File: src/rtl/mem_port_arbiter_if.sv
// mem_port_arbiter_if: fetch, load/store and memory buses of mem_port_arbiter
interface mem_port_arbiter_if #(
    parameter int ADDR_W = 32,
    parameter int DATA_W = 32
);
    logic              i_req;
    logic [ADDR_W-1:0] i_addr;
    logic              i_ack;
    logic [DATA_W-1:0] i_rdata;
    logic              d_req;
    logic              d_we;
    logic [ADDR_W-1:0] d_addr;
    logic [DATA_W-1:0] d_wdata;
    logic [DATA_W/8-1:0] d_wstrb;
    logic              d_ack;
    logic [DATA_W-1:0] d_rdata;
    logic              mem_en;
    logic              mem_we;
    logic [ADDR_W-1:0] mem_addr;
    logic [DATA_W-1:0] mem_wdata;
    logic [DATA_W/8-1:0] mem_wstrb;
    logic [DATA_W-1:0] mem_rdata;
    logic              busy;

    modport slave (
        input  i_req, i_addr, d_req, d_we, d_addr, d_wdata, d_wstrb, mem_rdata,
        output i_ack, i_rdata, d_ack, d_rdata, mem_en, mem_we, mem_addr, mem_wdata, mem_wstrb, busy
    );

    modport master (
        output i_req, i_addr, d_req, d_we, d_addr, d_wdata, d_wstrb, mem_rdata,
        input  i_ack, i_rdata, d_ack, d_rdata, mem_en, mem_we, mem_addr, mem_wdata, mem_wstrb, busy
    );
endinterface

File: src/rtl/mem_port_arbiter.sv
// mem_port_arbiter: one-at-a-time I/D arbiter for a shared single-port memory; ARB_STARVE_GUARD_EN bounds D-over-I starvation
module mem_port_arbiter #(
    parameter int ADDR_W     = 32,
    parameter int DATA_W     = 32,
    parameter int MEM_LAT    = 1,
    parameter int STARVE_MAX = 4
) (
    input logic              clk,
    input logic              rst,
    mem_port_arbiter_if.slave bus
);
    localparam int CW = $clog2(MEM_LAT + 1);
    localparam int SW = DATA_W / 8;

    typedef enum logic [1:0] {IDLE, ISSUE, WAIT, RESP} state_t;

    state_t            r_state;
    logic [CW-1:0]     r_cnt;
    logic              r_gnt_d;
    logic              r_busy;
    logic              r_i_ack;
    logic              r_d_ack;
    logic [DATA_W-1:0] r_i_rdata;
    logic [DATA_W-1:0] r_d_rdata;
    logic              r_mem_en;
    logic              r_mem_we;
    logic [ADDR_W-1:0] r_mem_addr;
    logic [DATA_W-1:0] r_mem_wdata;
    logic [SW-1:0]     r_mem_wstrb;
    logic              w_pick_i;

    if (MEM_LAT < 1 || DATA_W % 8 != 0 || STARVE_MAX < 0) begin : g_bad_cfg
        $error("mem_port_arbiter: illegal parameter set");
    end

`ifdef ARB_STARVE_GUARD_EN
    localparam int SCW = $clog2(STARVE_MAX + 2);
    logic [SCW-1:0] r_starve;
    assign w_pick_i = bus.i_req && (!bus.d_req || r_starve == SCW'(STARVE_MAX));
    always_ff @(posedge clk) begin
        if (!rst) begin
            r_starve <= '0;
        end else if (r_state == IDLE) begin
            if (!bus.i_req || w_pick_i) r_starve <= '0;
            else if (bus.d_req) r_starve <= r_starve + 1'b1;
        end
    end
`else
    assign w_pick_i = bus.i_req && !bus.d_req;
`endif

    always_ff @(posedge clk) begin
        if (!rst) begin
            r_state     <= IDLE;
            r_cnt       <= '0;
            r_gnt_d     <= 1'b0;
            r_busy      <= 1'b0;
            r_i_ack     <= 1'b0;
            r_d_ack     <= 1'b0;
            r_i_rdata   <= '0;
            r_d_rdata   <= '0;
            r_mem_en    <= 1'b0;
            r_mem_we    <= 1'b0;
            r_mem_addr  <= '0;
            r_mem_wdata <= '0;
            r_mem_wstrb <= '0;
        end else begin
            r_mem_en <= 1'b0;
            r_i_ack  <= 1'b0;
            r_d_ack  <= 1'b0;
            case (r_state)
                IDLE: begin
                    if (bus.i_req || bus.d_req) begin
                        r_state     <= ISSUE;
                        r_busy      <= 1'b1;
                        r_gnt_d     <= !w_pick_i;
                        r_mem_en    <= 1'b1;
                        r_mem_we    <= !w_pick_i && bus.d_we;
                        r_mem_addr  <= w_pick_i ? bus.i_addr : bus.d_addr;
                        r_mem_wdata <= w_pick_i ? '0 : bus.d_wdata;
                        r_mem_wstrb <= w_pick_i ? '0 : bus.d_wstrb;
                    end
                end
                ISSUE: begin
                    if (r_mem_we) begin
                        r_state <= RESP;
                        r_d_ack <= 1'b1;
                    end else begin
                        r_state <= WAIT;
                        r_cnt   <= CW'(MEM_LAT);
                    end
                end
                WAIT: begin
                    r_cnt <= r_cnt - 1'b1;
                    // mem_rdata is valid in the last WAIT cycle, when the count is about to expire
                    if (r_cnt == CW'(1)) begin
                        r_state <= RESP;
                        r_i_ack <= !r_gnt_d;
                        r_d_ack <= r_gnt_d;
                        if (r_gnt_d) r_d_rdata <= bus.mem_rdata;
                        else r_i_rdata <= bus.mem_rdata;
                    end
                end
                RESP: begin
                    r_state     <= IDLE;
                    r_busy      <= 1'b0;
                    r_mem_we    <= 1'b0;
                    r_mem_addr  <= '0;
                    r_mem_wdata <= '0;
                    r_mem_wstrb <= '0;
                end
            endcase
        end
    end

    assign bus.i_ack     = r_i_ack;
    assign bus.i_rdata   = r_i_rdata;
    assign bus.d_ack     = r_d_ack;
    assign bus.d_rdata   = r_d_rdata;
    assign bus.mem_en    = r_mem_en;
    assign bus.mem_we    = r_mem_we;
    assign bus.mem_addr  = r_mem_addr;
    assign bus.mem_wdata = r_mem_wdata;
    assign bus.mem_wstrb = r_mem_wstrb;
    assign bus.busy      = r_busy;
endmodule
File: src/flat_wrapper.sv
// flat-port wrapper written by rule: the top's interface ports become plain ports
module mem_port_arbiter_flat 
#(
    parameter int ADDR_W     = 32,
    parameter int DATA_W     = 32,
    parameter int MEM_LAT    = 1,
    parameter int STARVE_MAX = 4
)
  (clk, rst, bus_i_req, bus_i_addr, bus_d_req, bus_d_we, bus_d_addr, bus_d_wdata, bus_d_wstrb, bus_mem_rdata, bus_i_ack, bus_i_rdata, bus_d_ack, bus_d_rdata, bus_mem_en, bus_mem_we, bus_mem_addr, bus_mem_wdata, bus_mem_wstrb, bus_busy);
  mem_port_arbiter_if #(.ADDR_W(ADDR_W), .DATA_W(DATA_W)) bus_i ();
  input logic clk;
  input logic rst;
  input wire logic [$bits(bus_i.i_req)-1:0] bus_i_req;
  input wire logic [$bits(bus_i.i_addr)-1:0] bus_i_addr;
  input wire logic [$bits(bus_i.d_req)-1:0] bus_d_req;
  input wire logic [$bits(bus_i.d_we)-1:0] bus_d_we;
  input wire logic [$bits(bus_i.d_addr)-1:0] bus_d_addr;
  input wire logic [$bits(bus_i.d_wdata)-1:0] bus_d_wdata;
  input wire logic [$bits(bus_i.d_wstrb)-1:0] bus_d_wstrb;
  input wire logic [$bits(bus_i.mem_rdata)-1:0] bus_mem_rdata;
  output wire logic [$bits(bus_i.i_ack)-1:0] bus_i_ack;
  output wire logic [$bits(bus_i.i_rdata)-1:0] bus_i_rdata;
  output wire logic [$bits(bus_i.d_ack)-1:0] bus_d_ack;
  output wire logic [$bits(bus_i.d_rdata)-1:0] bus_d_rdata;
  output wire logic [$bits(bus_i.mem_en)-1:0] bus_mem_en;
  output wire logic [$bits(bus_i.mem_we)-1:0] bus_mem_we;
  output wire logic [$bits(bus_i.mem_addr)-1:0] bus_mem_addr;
  output wire logic [$bits(bus_i.mem_wdata)-1:0] bus_mem_wdata;
  output wire logic [$bits(bus_i.mem_wstrb)-1:0] bus_mem_wstrb;
  output wire logic [$bits(bus_i.busy)-1:0] bus_busy;
  assign bus_i.i_req = bus_i_req;
  assign bus_i.i_addr = bus_i_addr;
  assign bus_i.d_req = bus_d_req;
  assign bus_i.d_we = bus_d_we;
  assign bus_i.d_addr = bus_d_addr;
  assign bus_i.d_wdata = bus_d_wdata;
  assign bus_i.d_wstrb = bus_d_wstrb;
  assign bus_i.mem_rdata = bus_mem_rdata;
  assign bus_i_ack = bus_i.i_ack;
  assign bus_i_rdata = bus_i.i_rdata;
  assign bus_d_ack = bus_i.d_ack;
  assign bus_d_rdata = bus_i.d_rdata;
  assign bus_mem_en = bus_i.mem_en;
  assign bus_mem_we = bus_i.mem_we;
  assign bus_mem_addr = bus_i.mem_addr;
  assign bus_mem_wdata = bus_i.mem_wdata;
  assign bus_mem_wstrb = bus_i.mem_wstrb;
  assign bus_busy = bus_i.busy;
  mem_port_arbiter #(.ADDR_W(ADDR_W), .DATA_W(DATA_W), .MEM_LAT(MEM_LAT), .STARVE_MAX(STARVE_MAX)) u_core (.clk(clk), .rst(rst), .bus(bus_i));
endmodule
File: config.mk
export PLATFORM = sky130hd
export DESIGN_NAME = mem_port_arbiter_flat
export DESIGN_NICKNAME = d
export VERILOG_FILES = /design/src/rtl/mem_port_arbiter_if.sv /design/src/rtl/mem_port_arbiter.sv /design/src/flat_wrapper.sv
export SDC_FILE = /design/constraint.sdc
export NUM_CORES = 1
export LEC_CHECK = 0
export BUFFER_PORTS_ARGS = -buffer_cell sky130_fd_sc_hd__buf_2
export CAP_MARGIN = 30
export CORE_MARGIN = 1.5
export CORE_UTILIZATION = 30
export CTS_CLUSTER_DIAMETER = 200
export CTS_CLUSTER_SIZE = 12
export DETAILED_ROUTE_END_ITERATION = 12
export PLACE_DENSITY = 0.58
export SLEW_MARGIN = 0
export SYNTH_ARGS = -nofsm -noshare
export SYNTH_HDL_FRONTEND = slang
export SYNTH_SLANG_ARGS = --single-unit
export TNS_END_PERCENT = 10
File: constraint.sdc
create_clock -name clk -period 1.5 [get_ports clk]
set_input_delay 0.15 -clock clk [delete_from_list [all_inputs] [get_ports clk]]
set_output_delay 0.15 -clock clk [all_outputs]
set_load 0.1 [all_outputs]
==> results of run 1 <==
## flip-flops by register name (all words and copies together) (netlist names)
| register | flops |
|---|---|
| u_core.r_gnt_d | 1 |
| u_core.bus.d_ack | 1 |
| u_core.bus.mem_wstrb | 4 |
| u_core.bus.i_ack | 1 |
| u_core.bus.d_rdata | 32 |
| u_core.bus.busy | 1 |
| u_core.bus.i_rdata | 32 |
| u_core.bus.mem_wdata | 32 |
| u_core.r_cnt | 1 |
| u_core.bus.mem_we | 1 |
| u_core.r_state | 2 |
| u_core.bus.mem_addr | 32 |
| u_core.bus.mem_en | 1 |
## area by class of cell
class | count | area (µm²)
Clock inverter | 7 | 70.1
Multi-Input combinational cell | 406 | 2600
Inverter | 3 | 13.8
Tap cell | 229 | 287
Fill cell | 1708 | 9090
Sequential cell | 141 | 2830
Clock buffer | 22 | 444
Timing Repair Buffer | 379 | 2630
## path summary, 6_finish.rpt
check	to	cells after the start	from
worst max-delay path	u_core.bus.mem_wdata[8]	6	u_core.r_state[0]
worst max register to register	u_core.bus.mem_wdata[8]	6	u_core.r_state[0]
worst min-delay path	u_core.bus.mem_addr[3]	3	bus_i_addr[3]
worst min register to register	u_core.bus.i_rdata[18]	2	u_core.bus.i_rdata[18]
## tightest hold or removal path, delay by kind of cell
family                 cells  cell delay, ns
buffers and inverters      1            0.07
AO/OA/AOI/OAI              2            0.18
## metal layers
layer	routed length, µm	up-vias	track usage
li1	-	2768	-
met1	7990	2613	0.213
met2	8700	199	0.285
met3	1130	15	0.0572
met4	188	0	0.0438
met5	0	-	0
## cells in the mapped netlist, types with 3 or more instances
library cell / count / area [µm²]
sky130_fd_sc_hd__a21boi_0: 49 / 368
sky130_fd_sc_hd__a21boi_1: 53 / 398
sky130_fd_sc_hd__a22oi_1: 33 / 248
sky130_fd_sc_hd__buf_2: 16 / 80.1
sky130_fd_sc_hd__buf_6: 7 / 78.8
sky130_fd_sc_hd__clkbuf_1: 26 / 97.6
sky130_fd_sc_hd__dfxtp_1: 141 / 2820
sky130_fd_sc_hd__ha_1: 6 / 75.1
sky130_fd_sc_hd__inv_1: 3 / 11.3
sky130_fd_sc_hd__nand2_1: 169 / 634
sky130_fd_sc_hd__nor2b_1: 6 / 37.5
sky130_fd_sc_hd__o21ai_0: 38 / 190
sky130_fd_sc_hd__o2bb2ai_1: 32 / 280
## power groups by stage
stage                     Sequential (mW)  Clock, mW  Combinational (mW)
after global placement               4.64          0                6.42
after CTS                            4.56       3.90                6.63
after floorplan                      8.09          0                1.65
final                                4.59       3.78                7.61
after detailed placement             4.62          0                6.44
after global routing                 4.66       4.07                7.96
## stage by stage
stage / worst slack (ns) / cell area (µm²) / power (mW)
4_1_cts: 0.00638 / 8370 / 15.1
3_3_place_gp: 0.0261 / 7160 / 11.1
6_report: -0.00728 / 8870 / 16.0
5_1_grt: -0.0569 / 8870 / 16.7
2_1_floorplan: -0.0656 / 5500 / 9.73
3_5_place_dp: -0.0773 / 7160 / 11.1
## kinds of logic after synthesis
family / count (synthesis) / synth area share
AND/OR/NAND/NOR: 186 / 0.138
adder cells (fa/ha/maj): 6 / 0.0136
buffers and inverters: 55 / 0.0519
AO/OA/AOI/OAI: 214 / 0.284
flip-flops: 141 / 0.513
## timing repair
action,CTS,global route
gates cloned,0,11
resized for setup,3,66
buffers inserted,0,6
endpoints found under the setup margin,56,134
hold buffers,68,0
pin swaps,0,41
endpoints found under the hold margin,94,0
==> results.sh, run 1 <==
export IMPL_mapped_area_um2=5500
export IMPL_timing_reg2reg_setup_slack_ns=-0.007
export IMPL_max_vdd_ir_drop_mv=0.968
export IMPL_number_of_instances_in_the_placed_design=1074
export IMPL_yosysUniqueCellTypes=29
export IMPL_timing_final_hold_violations=0
export IMPL_cts_sinks=141
export IMPL_cp_buffers_inverters=2
export IMPL_drt_iter0_markers=179
export IMPL_clkSlewWorstSetupHoldPaths_ns=0.06
export IMPL_routabilityCongestion=0.743
export IMPL_dieArea_um2=19200
export IMPL_clock_tree_htree_level_count=4
export IMPL_timing_fmax_mhz=663
export IMPL_route_detailed_wl_per_inst_um=15.2
export IMPL_worst_setup_path_type="reg2reg"
export IMPL_synth_warnings=0
export IMPL_cts_buffers_inserted=17
export IMPL_route_detailed_drc=0
export IMPL_port_buffer_count=273
export IMPL_powerDensity_nw_per_um2=1800
export IMPL_worst_skew_pair_late_latency_ns=0.41
export IMPL_critPathCaptureType="flop"
export IMPL_maxSlewHeadroom=0.655
export IMPL_power_combinational_fraction=0.476
export IMPL_hold_path_class="in2reg"
export IMPL_rsz0062_at_grt="true"
export IMPL_fin_cells=1187
export IMPL_mappedNetlistNets=745
export IMPL_synthesis_instances=602
export IMPL_grt_use_total=0.171
export IMPL_final_period_minus_worst_setup_slack_ns=1.51
export IMPL_dr_pass1_iters=4
export IMPL_fin_util=0.494
export IMPL_path_cells="buf_6, ha_4, and3b_4, clkbuf_16, nand2_1, a21boi_1"
export IMPL_synth_yosys_seq_area_share=0.513
export IMPL_tritoncts_clock_tree="yes"
export IMPL_violations="setup timing"
export IMPL_routed_wirelength_um=18000
export IMPL_critPathMaxStageDelay_ns=0.44
export IMPL_area_growth_syn_to_layout_pct=61.3
export IMPL_synth_main_ff_cell="sky130_fd_sc_hd__dfxtp_1"
export IMPL_die_width_um=138
export IMPL_layout_cells_most_common="sky130_fd_sc_hd__buf_2"
export IMPL_cell_at_the_root_of_the_clock_tree="sky130_fd_sc_hd__clkbuf_16"
export IMPL_total_switching_power_mw=7.35
export IMPL_period_share=1.00
export IMPL_status="complete, but fails checks"
export IMPL_tightest_slew_ns=0.521
export IMPL_tns_ns=-0.0179
export IMPL_synth_async_reset_ratio=0
export IMPL_drive_gt1_frac=0.405
export IMPL_floorplan_row_count=49
export IMPL_cpLargestDelayFamily="simple AND/OR/NAND/NOR gates"
export IMPL_max_cap_violations=0
export IMPL_antenna_found_initial=0
export IMPL_post_detailed_placement_half_perimeter_wirelength_um=10700
export IMPL_viasPerCell=4.71
export IMPL_routed_via_count=5595
export IMPL_grt_pass1_vias=5297
export IMPL_grt_pass1_wl_um=26800
export IMPL_worst_clock_skew_ns=0.00775
export IMPL_avgSynthCellArea_um2=9.14
export IMPL_floorplan_initialDensity=0.306
export IMPL_data_required_critical_path_ns=1.84
export IMPL_n_antenna_cell=0
export IMPL_fin_nets=1091
export IMPL_whs_ns=0.0262
export IMPL_power_static_leakage_nw=3.88
export IMPL_coreArea_um2=18000
export IMPL_fin_ws_ns=-0.00728
export IMPL_die_h_um=138
export IMPL_critical_path_startpoint_type="flop"
export IMPL_final_setup_viol_count=7
export IMPL_yosys_register_bits=141
export IMPL_edff_count_synth=0
export IMPL_critPathMaxFanout=7
export IMPL_pwr_share_seq=0.287
export IMPL_p_sw_frac=0.460
export IMPL_final_antenna_net_count=0
export IMPL_cts_path_max_buffers=2
export IMPL_largest_net_degree_at_the_start_of_global_routing=76
export IMPL_power_clock_fraction=0.237
export IMPL_maxSlewViolCount=0
export IMPL_pin_count=274
export IMPL_internal_power_mw=8.63
export IMPL_worst_endpoint_arrival_ns=1.85
export IMPL_final_cell_mix="sky130_fd_sc_hd__buf_2 (273), sky130_fd_sc_hd__nand2_1 (152), sky130_fd_sc_hd__dfxtp_1 (139)"
export IMPL_timing_critical_path_slowest_stage_cell="sky130_fd_sc_hd__and3b_4"
export IMPL_globalRoute_totalOverflow=0
Power figures use the tool's default switching activity.
==> inputs of run 2 (changes only) <==
--- a/config.mk
+++ b/config.mk
@@ -8,11 +8,11 @@
 export BUFFER_PORTS_ARGS = -buffer_cell sky130_fd_sc_hd__buf_2
 export CAP_MARGIN = 30
 export CORE_MARGIN = 1.5
-export CORE_UTILIZATION = 30
+export CORE_UTILIZATION = 41
 export CTS_CLUSTER_DIAMETER = 200
 export CTS_CLUSTER_SIZE = 12
 export DETAILED_ROUTE_END_ITERATION = 12
-export PLACE_DENSITY = 0.58
+export PLACE_DENSITY = 0.76
 export SLEW_MARGIN = 0
 export SYNTH_ARGS = -nofsm -noshare
 export SYNTH_HDL_FRONTEND = slang
==> run 2 against run 1 <==
Effect of this change:
- the flow now finishes without violations
- sequential cell count stayed put
- clock power hardly changed
- global-route usage is 6.3 points higher
- power is 2.7% lower
- fmax is 3.1% higher
- register-to-register slack better by 0.05 ns
- critical path type unchanged
- highest routed layer unchanged
==> results.sh, run 2 (synthesis gave the netlist of run 1 again) <==
export IMPL_n_antenna_cell=0
export IMPL_pwr_share_seq=0.295
export IMPL_cp_common_cell="sky130_fd_sc_hd__buf_4"
export IMPL_routed_wirelength_um=17600
export IMPL_busiest_layer="met2"
export IMPL_tightest_slew_ns=0.784
export IMPL_fin_nets=1088
export IMPL_maxSlewViolCount=0
export IMPL_cts_sinks=141
export IMPL_maxSlewHeadroom=0.475
export IMPL_p_sw_frac=0.464
export IMPL_post_detailed_placement_half_perimeter_wirelength_um=10200
export IMPL_hold_path_class="in2reg"
export IMPL_route_detailed_drc=0
export IMPL_route_detailed_wl_per_inst_um=15.5
export IMPL_fin_cells=1134
export IMPL_globalRoute_totalOverflow=0
export IMPL_die_width_um=119
export IMPL_port_buffer_count=273
export IMPL_cpLargestDelayFamily="buffers and inverters"
export IMPL_path_cells="buf_4, ha_4, buf_4, nor2_4, o21a_4, clkbuf_16, o2bb2ai_1"
export IMPL_dr_pass1_iters=5
export IMPL_worst_clock_skew_ns=0.00860
export IMPL_grt_use_total=0.235
export IMPL_routabilityCongestion=0.774
export IMPL_total_switching_power_mw=7.21
export IMPL_timing_final_hold_violations=0
export IMPL_worst_skew_pair_late_latency_ns=0.41
export IMPL_floorplan_initialDensity=0.417
export IMPL_routed_via_count=5742
export IMPL_drt_iter0_markers=386
export IMPL_status="completed"
export IMPL_critical_path_startpoint_type="flop"
export IMPL_max_vdd_ir_drop_mv=1.35
export IMPL_preCtsSetupSlack_ns=-0.0623
export IMPL_critPathMaxStageDelay_ns=0.31
export IMPL_timing_critical_path_slowest_stage_cell="sky130_fd_sc_hd__dfxtp_1"
export IMPL_power_static_leakage_nw=3.85
export IMPL_grt_util_met1=0.272
export IMPL_period_share=0.974
export IMPL_worst_endpoint_arrival_ns=1.80
export IMPL_critPathCaptureType="flop"
export IMPL_tritoncts_clock_tree="yes"
export IMPL_fin_ws_ns=0.0387
export IMPL_clkSlewWorstSetupHoldPaths_ns=0.06
export IMPL_cell_at_the_root_of_the_clock_tree="sky130_fd_sc_hd__clkbuf_16"
export IMPL_cts_path_max_buffers=2
export IMPL_critPathMaxFanout=8
export IMPL_rsz0062_at_grt="true"
export IMPL_cts_buffers_inserted=17
export IMPL_clock_tree_htree_level_count=4
export IMPL_internal_power_mw=8.34
export IMPL_floorplan_row_count=42
export IMPL_worst_setup_path_type="reg2reg"
export IMPL_p_total_mw=15.6
export IMPL_number_of_instances_in_the_placed_design=1022
export IMPL_grt_pass1_wl_um=26800
export IMPL_layout_cells_most_common="sky130_fd_sc_hd__buf_2"
export IMPL_data_required_critical_path_ns=1.84
export IMPL_cp_buffers_inverters=3
export IMPL_powerDensity_nw_per_um2=1800
export IMPL_drive_gt1_frac=0.377
export IMPL_power_clock_fraction=0.242
export IMPL_grtUsageMet3=0.0699
export IMPL_die_h_um=119
export IMPL_final_setup_viol_count=0
export IMPL_fin_util=0.657
export IMPL_largest_net_degree_at_the_start_of_global_routing=77
export IMPL_final_period_minus_worst_setup_slack_ns=1.46
export IMPL_area_growth_syn_to_layout_pct=57.4
export IMPL_whs_ns=0.0264
export IMPL_antenna_found_initial=0
export IMPL_final_cell_mix="sky130_fd_sc_hd__buf_2 (273), sky130_fd_sc_hd__nand2_1 (169), sky130_fd_sc_hd__dfxtp_1 (140)"
export IMPL_grt_pass1_vias=5630
export IMPL_max_cap_violations=0
export IMPL_met2_capacity_usage_during_global_routing=0.416
export IMPL_coreArea_um2=13200
export IMPL_dieArea_um2=14100
export IMPL_timing_fmax_mhz=684
export IMPL_viasPerCell=5.06
export IMPL_final_antenna_net_count=0
export IMPL_pin_count=274
export IMPL_power_combinational_fraction=0.463
run 2: cell count changes in the layout (fill, tap and decap cells not counted), sizes merged:
cell	change
buf	-3
inv	+1
clkinv	+3
clkinvlp	-1
dlygate4sd3	+1
bufinv	-1
run 2: power groups by stage:
stage                     registers (mW)  logic, mW  clock network [mW]
after floorplan                     8.09       1.65                   0
after global placement              4.62       6.35                   0
after detailed placement            4.61       6.39                   0
after CTS                           4.56       6.69                3.84
after global routing                4.66       7.53                4.00
final                               4.59       7.20                3.77
run 2: final timing paths:
check	slack, ns	startpoint	cells after the start	end
worst max-delay path	0.04	u_core.r_state[0]	7	u_core.bus.mem_addr[26]
worst min-delay path	0.03	bus_i_addr[15]	3	u_core.bus.mem_addr[15]
worst max register to register	0.04	u_core.r_state[0]	7	u_core.bus.mem_addr[26]
worst min register to register	0.45	u_core.bus.i_rdata[5]	2	u_core.bus.i_rdata[5]
run 2: area by class of cell:
cell class	count	area, µm²
clock buffers	23	468
repair buffers	376	2560
inverters	3	11.3
multi-input cells	406	2510
fillers	1041	4530
clock inverters	9	63.8
flip-flops and latches	141	2820
well taps	176	220
run 2: stage by stage:
stage          setup TNS [ns]  area [µm²]
2_1_floorplan           -1.49        5500
3_3_place_gp            -4.62        7080
3_5_place_dp           -0.824        7100
4_1_cts                     0        8380
5_1_grt                 -1.69        8660
6_report                    0        8660
run 2: metal layers:
| layer | vias to the layer above | wire length, µm |
|---|---|---|
| met4 | 0 | 224 |
| met2 | 257 | 8810 |
| met1 | 2692 | 7320 |
| met3 | 23 | 1230 |
| li1 | 2770 | - |
| met5 | - | 0 |
run 2: worst min-delay path, delay by kind of cell:
| kind | cells | cell delay [ns] |
|---|---|---|
| buf+inv | 1 | 0.08 |
| compound gates | 2 | 0.17 |
run 2: what timing repair did:
| item | CTS | global route |
|---|---|---|
| endpoints found under the setup margin | 54 | 95 |
| gates cloned | 1 | 7 |
| resized for setup | 8 | 34 |
| hold buffers | 69 | 0 |
| setup buffers | 1 | 2 |
| pin swaps | 1 | 9 |
| endpoints found under the hold margin | 88 | 0 |
==> inputs of run 3 (changes only) <==
--- a/config.mk
+++ b/config.mk
@@ -5,14 +5,14 @@
 export SDC_FILE = /design/constraint.sdc
 export NUM_CORES = 1
 export LEC_CHECK = 0
-export BUFFER_PORTS_ARGS = -buffer_cell sky130_fd_sc_hd__buf_2
 export CAP_MARGIN = 30
-export CORE_MARGIN = 1.5
-export CORE_UTILIZATION = 41
+export CORE_AREA = 2 2 106 108
 export CTS_CLUSTER_DIAMETER = 200
 export CTS_CLUSTER_SIZE = 12
 export DETAILED_ROUTE_END_ITERATION = 12
-export PLACE_DENSITY = 0.76
+export DIE_AREA = 0 0 108 110
+export DONT_BUFFER_PORTS = 1
+export PLACE_DENSITY = 0.69
 export SLEW_MARGIN = 0
 export SYNTH_ARGS = -nofsm -noshare
 export SYNTH_HDL_FRONTEND = slang
==> run 3 against run 2 <==
Effect of this change:
- the run now ends with hold timing, setup timing left
- fmax down 4.9%
- via count about the same
- global-route usage up 7.3 points
- clock power up 8.2%
- setup slack worse by 0.076 ns
- register-to-register slack worse by 0.08 ns
- power up 4.3%
- first-iteration DRC count unchanged
- sequential power up 1%
- largest cell class unchanged
- highest routed layer unchanged
==> results.sh, run 3 (synthesis gave the netlist of run 1 again) <==
export IMPL_worst_clock_skew_ns=0.00878
export IMPL_cts_sinks=141
export IMPL_maxSlewViolCount=0
export IMPL_routabilityCongestion=0.775
export IMPL_clock_tree_htree_level_count=4
export IMPL_final_antenna_net_count=0
export IMPL_timing_fmax_mhz=651
export IMPL_antenna_found_initial=0
export IMPL_data_required_critical_path_ns=1.94
export IMPL_n_fill_cell=585
export IMPL_p_sw_frac=0.451
export IMPL_coreArea_um2=10700
export IMPL_cts_buffers_inserted=17
export IMPL_dr_pass1_iters=4
export IMPL_floorplan_row_count=38
export IMPL_layout_cells_most_common="sky130_fd_sc_hd__nand2_1"
export IMPL_multi_input_area_um2=2520
export IMPL_die_h_um=110
export IMPL_power_combinational_fraction=0.462
export IMPL_drt_iter0_markers=386
export IMPL_grt_use_total=0.308
export IMPL_max_cap_violations=0
export IMPL_grt_pass1_wl_um=28400
export IMPL_viasPerCell=5.61
export IMPL_cell_at_the_root_of_the_clock_tree="sky130_fd_sc_hd__clkbuf_8"
export IMPL_routed_via_count=5738
export IMPL_timing_final_hold_violations=109
export IMPL_cts_hold_repair_buffers=135
export IMPL_cts_path_max_buffers=2
export IMPL_area_growth_syn_to_layout_pct=61.1
export IMPL_hold_path_class="in2reg"
export IMPL_globalRoute_totalOverflow=0
export IMPL_worst_endpoint_arrival_ns=1.98
export IMPL_final_cell_mix="sky130_fd_sc_hd__nand2_1 (169), sky130_fd_sc_hd__buf_4 (147), sky130_fd_sc_hd__dfxtp_1 (139)"
export IMPL_largest_net_degree_at_the_start_of_global_routing=113
export IMPL_fin_nets=1014
export IMPL_status="complete, but fails checks"
export IMPL_critPathCaptureType="flop"
export IMPL_dieArea_um2=11900
export IMPL_pin_count=274
export IMPL_power_static_leakage_nw=3.53
export IMPL_fin_util=0.828
export IMPL_routed_wirelength_um=19400
export IMPL_clkSlewWorstSetupHoldPaths_ns=0.06
export IMPL_powerDensity_nw_per_um2=1830
export IMPL_period_share=1.02
export IMPL_pwr_share_seq=0.287
export IMPL_total_switching_power_mw=7.32
export IMPL_internal_power_mw=8.90
export IMPL_critical_path_startpoint_type="flop"
export IMPL_critPathMaxFanout=5
export IMPL_whs_ns=-0.185
export IMPL_port_buffer_count=0
export IMPL_route_detailed_drc=0
export IMPL_final_period_minus_worst_setup_slack_ns=1.54
export IMPL_area_sequential_um2=2830
export IMPL_grt_pass1_vias=5754
export IMPL_worst_setup_path_type="reg2reg"
export IMPL_tritoncts_clock_tree="yes"
export IMPL_fin_cells=1023
export IMPL_drive_gt1_frac=0.249
export IMPL_post_detailed_placement_half_perimeter_wirelength_um=10200
export IMPL_n_antenna_cell=0
export IMPL_rsz0062_at_grt="true"
export IMPL_worst_skew_pair_late_latency_ns=0.51
export IMPL_violations="hold timing, setup timing"
export IMPL_power_clock_fraction=0.252
export IMPL_die_width_um=108
export IMPL_floorplan_initialDensity=0.514
export IMPL_max_vdd_ir_drop_mv=1.42
export IMPL_fin_ws_ns=-0.0370
export IMPL_route_detailed_wl_per_inst_um=19.0
export IMPL_maxSlewHeadroom=0.749
export IMPL_number_of_instances_in_the_placed_design=845
export IMPL_tightest_slew_ns=0.375
export IMPL_final_setup_viol_count=6
[run 3: final timing paths]
path	from	to	slack [ns]	cells after the start
hold reg to reg	u_core.bus.d_rdata[15]	u_core.bus.d_rdata[15]	0.46	2
setup / recovery	u_core.r_state[0]	u_core.r_state[0]	-0.04	7
hold / removal	rst	u_core.bus.d_rdata[26]	-0.18	1
setup reg to reg	u_core.r_state[0]	u_core.r_state[0]	-0.04	7
[run 3: final cells by class]
type | instances | area share
flip-flops and latches | 141 | 0.319
repair buffers | 299 | 0.311
multi-input cells | 409 | 0.285
clock buffers | 19 | 0.0476
well taps | 140 | 0.0198
clock inverters | 12 | 0.0167
inverters | 3 | 0.00127
[run 3: power by group through the flow]
stage               combinational [mW]  clock (mW)  sequential [mW]
floorplan                         1.65           0             8.09
global placement                  6.26           0             4.63
detailed placement                6.37           0             4.66
CTS                               7.02        4.12             4.60
global route                      7.73        4.31             4.69
finish                            7.49        4.08             4.65
[run 3: per-stage QoR]
step	setup TNS (ns)	setup slack [ns]	total power, mW	instance area [µm²]
floorplan	-1.49	-0.0656	9.73	5500
global placement	0	0.00781	10.9	6640
detailed placement	-4.36	-0.100	11.0	6650
CTS	-0.00711	-0.00543	15.7	8720
global route	-1.77	-0.0880	16.7	8860
finish	-0.124	-0.0370	16.2	8860
[run 3: per-layer routing]
layer / wire length (µm) / global-route usage
met1: 7260 / 0.333
met2: 10100 / 0.562
met3: 1490 / 0.0829
met4: 605 / 0.142
met5: 0 / 0
[run 3: critical path, stage by stage (launching register included)]
cell and delay, ns:
sky130_fd_sc_hd__dfxtp_2 0.34, sky130_fd_sc_hd__inv_2 0.06, sky130_fd_sc_hd__ha_4 0.17, sky130_fd_sc_hd__nor3b_4 0.16, sky130_fd_sc_hd__buf_4 0.15, sky130_fd_sc_hd__buf_4 0.15, sky130_fd_sc_hd__o31ai_2 0.24, sky130_fd_sc_hd__o311a_1 0.20
[run 3: timing repair]
action | in CTS | in global routing
hold endpoints to repair | 141 | 141
pin swaps | 4 | 27
resized for setup | 16 | 36
endpoints found under the setup margin | 77 | 126
setup buffers | 2 | 2
cloned | 3 | 5
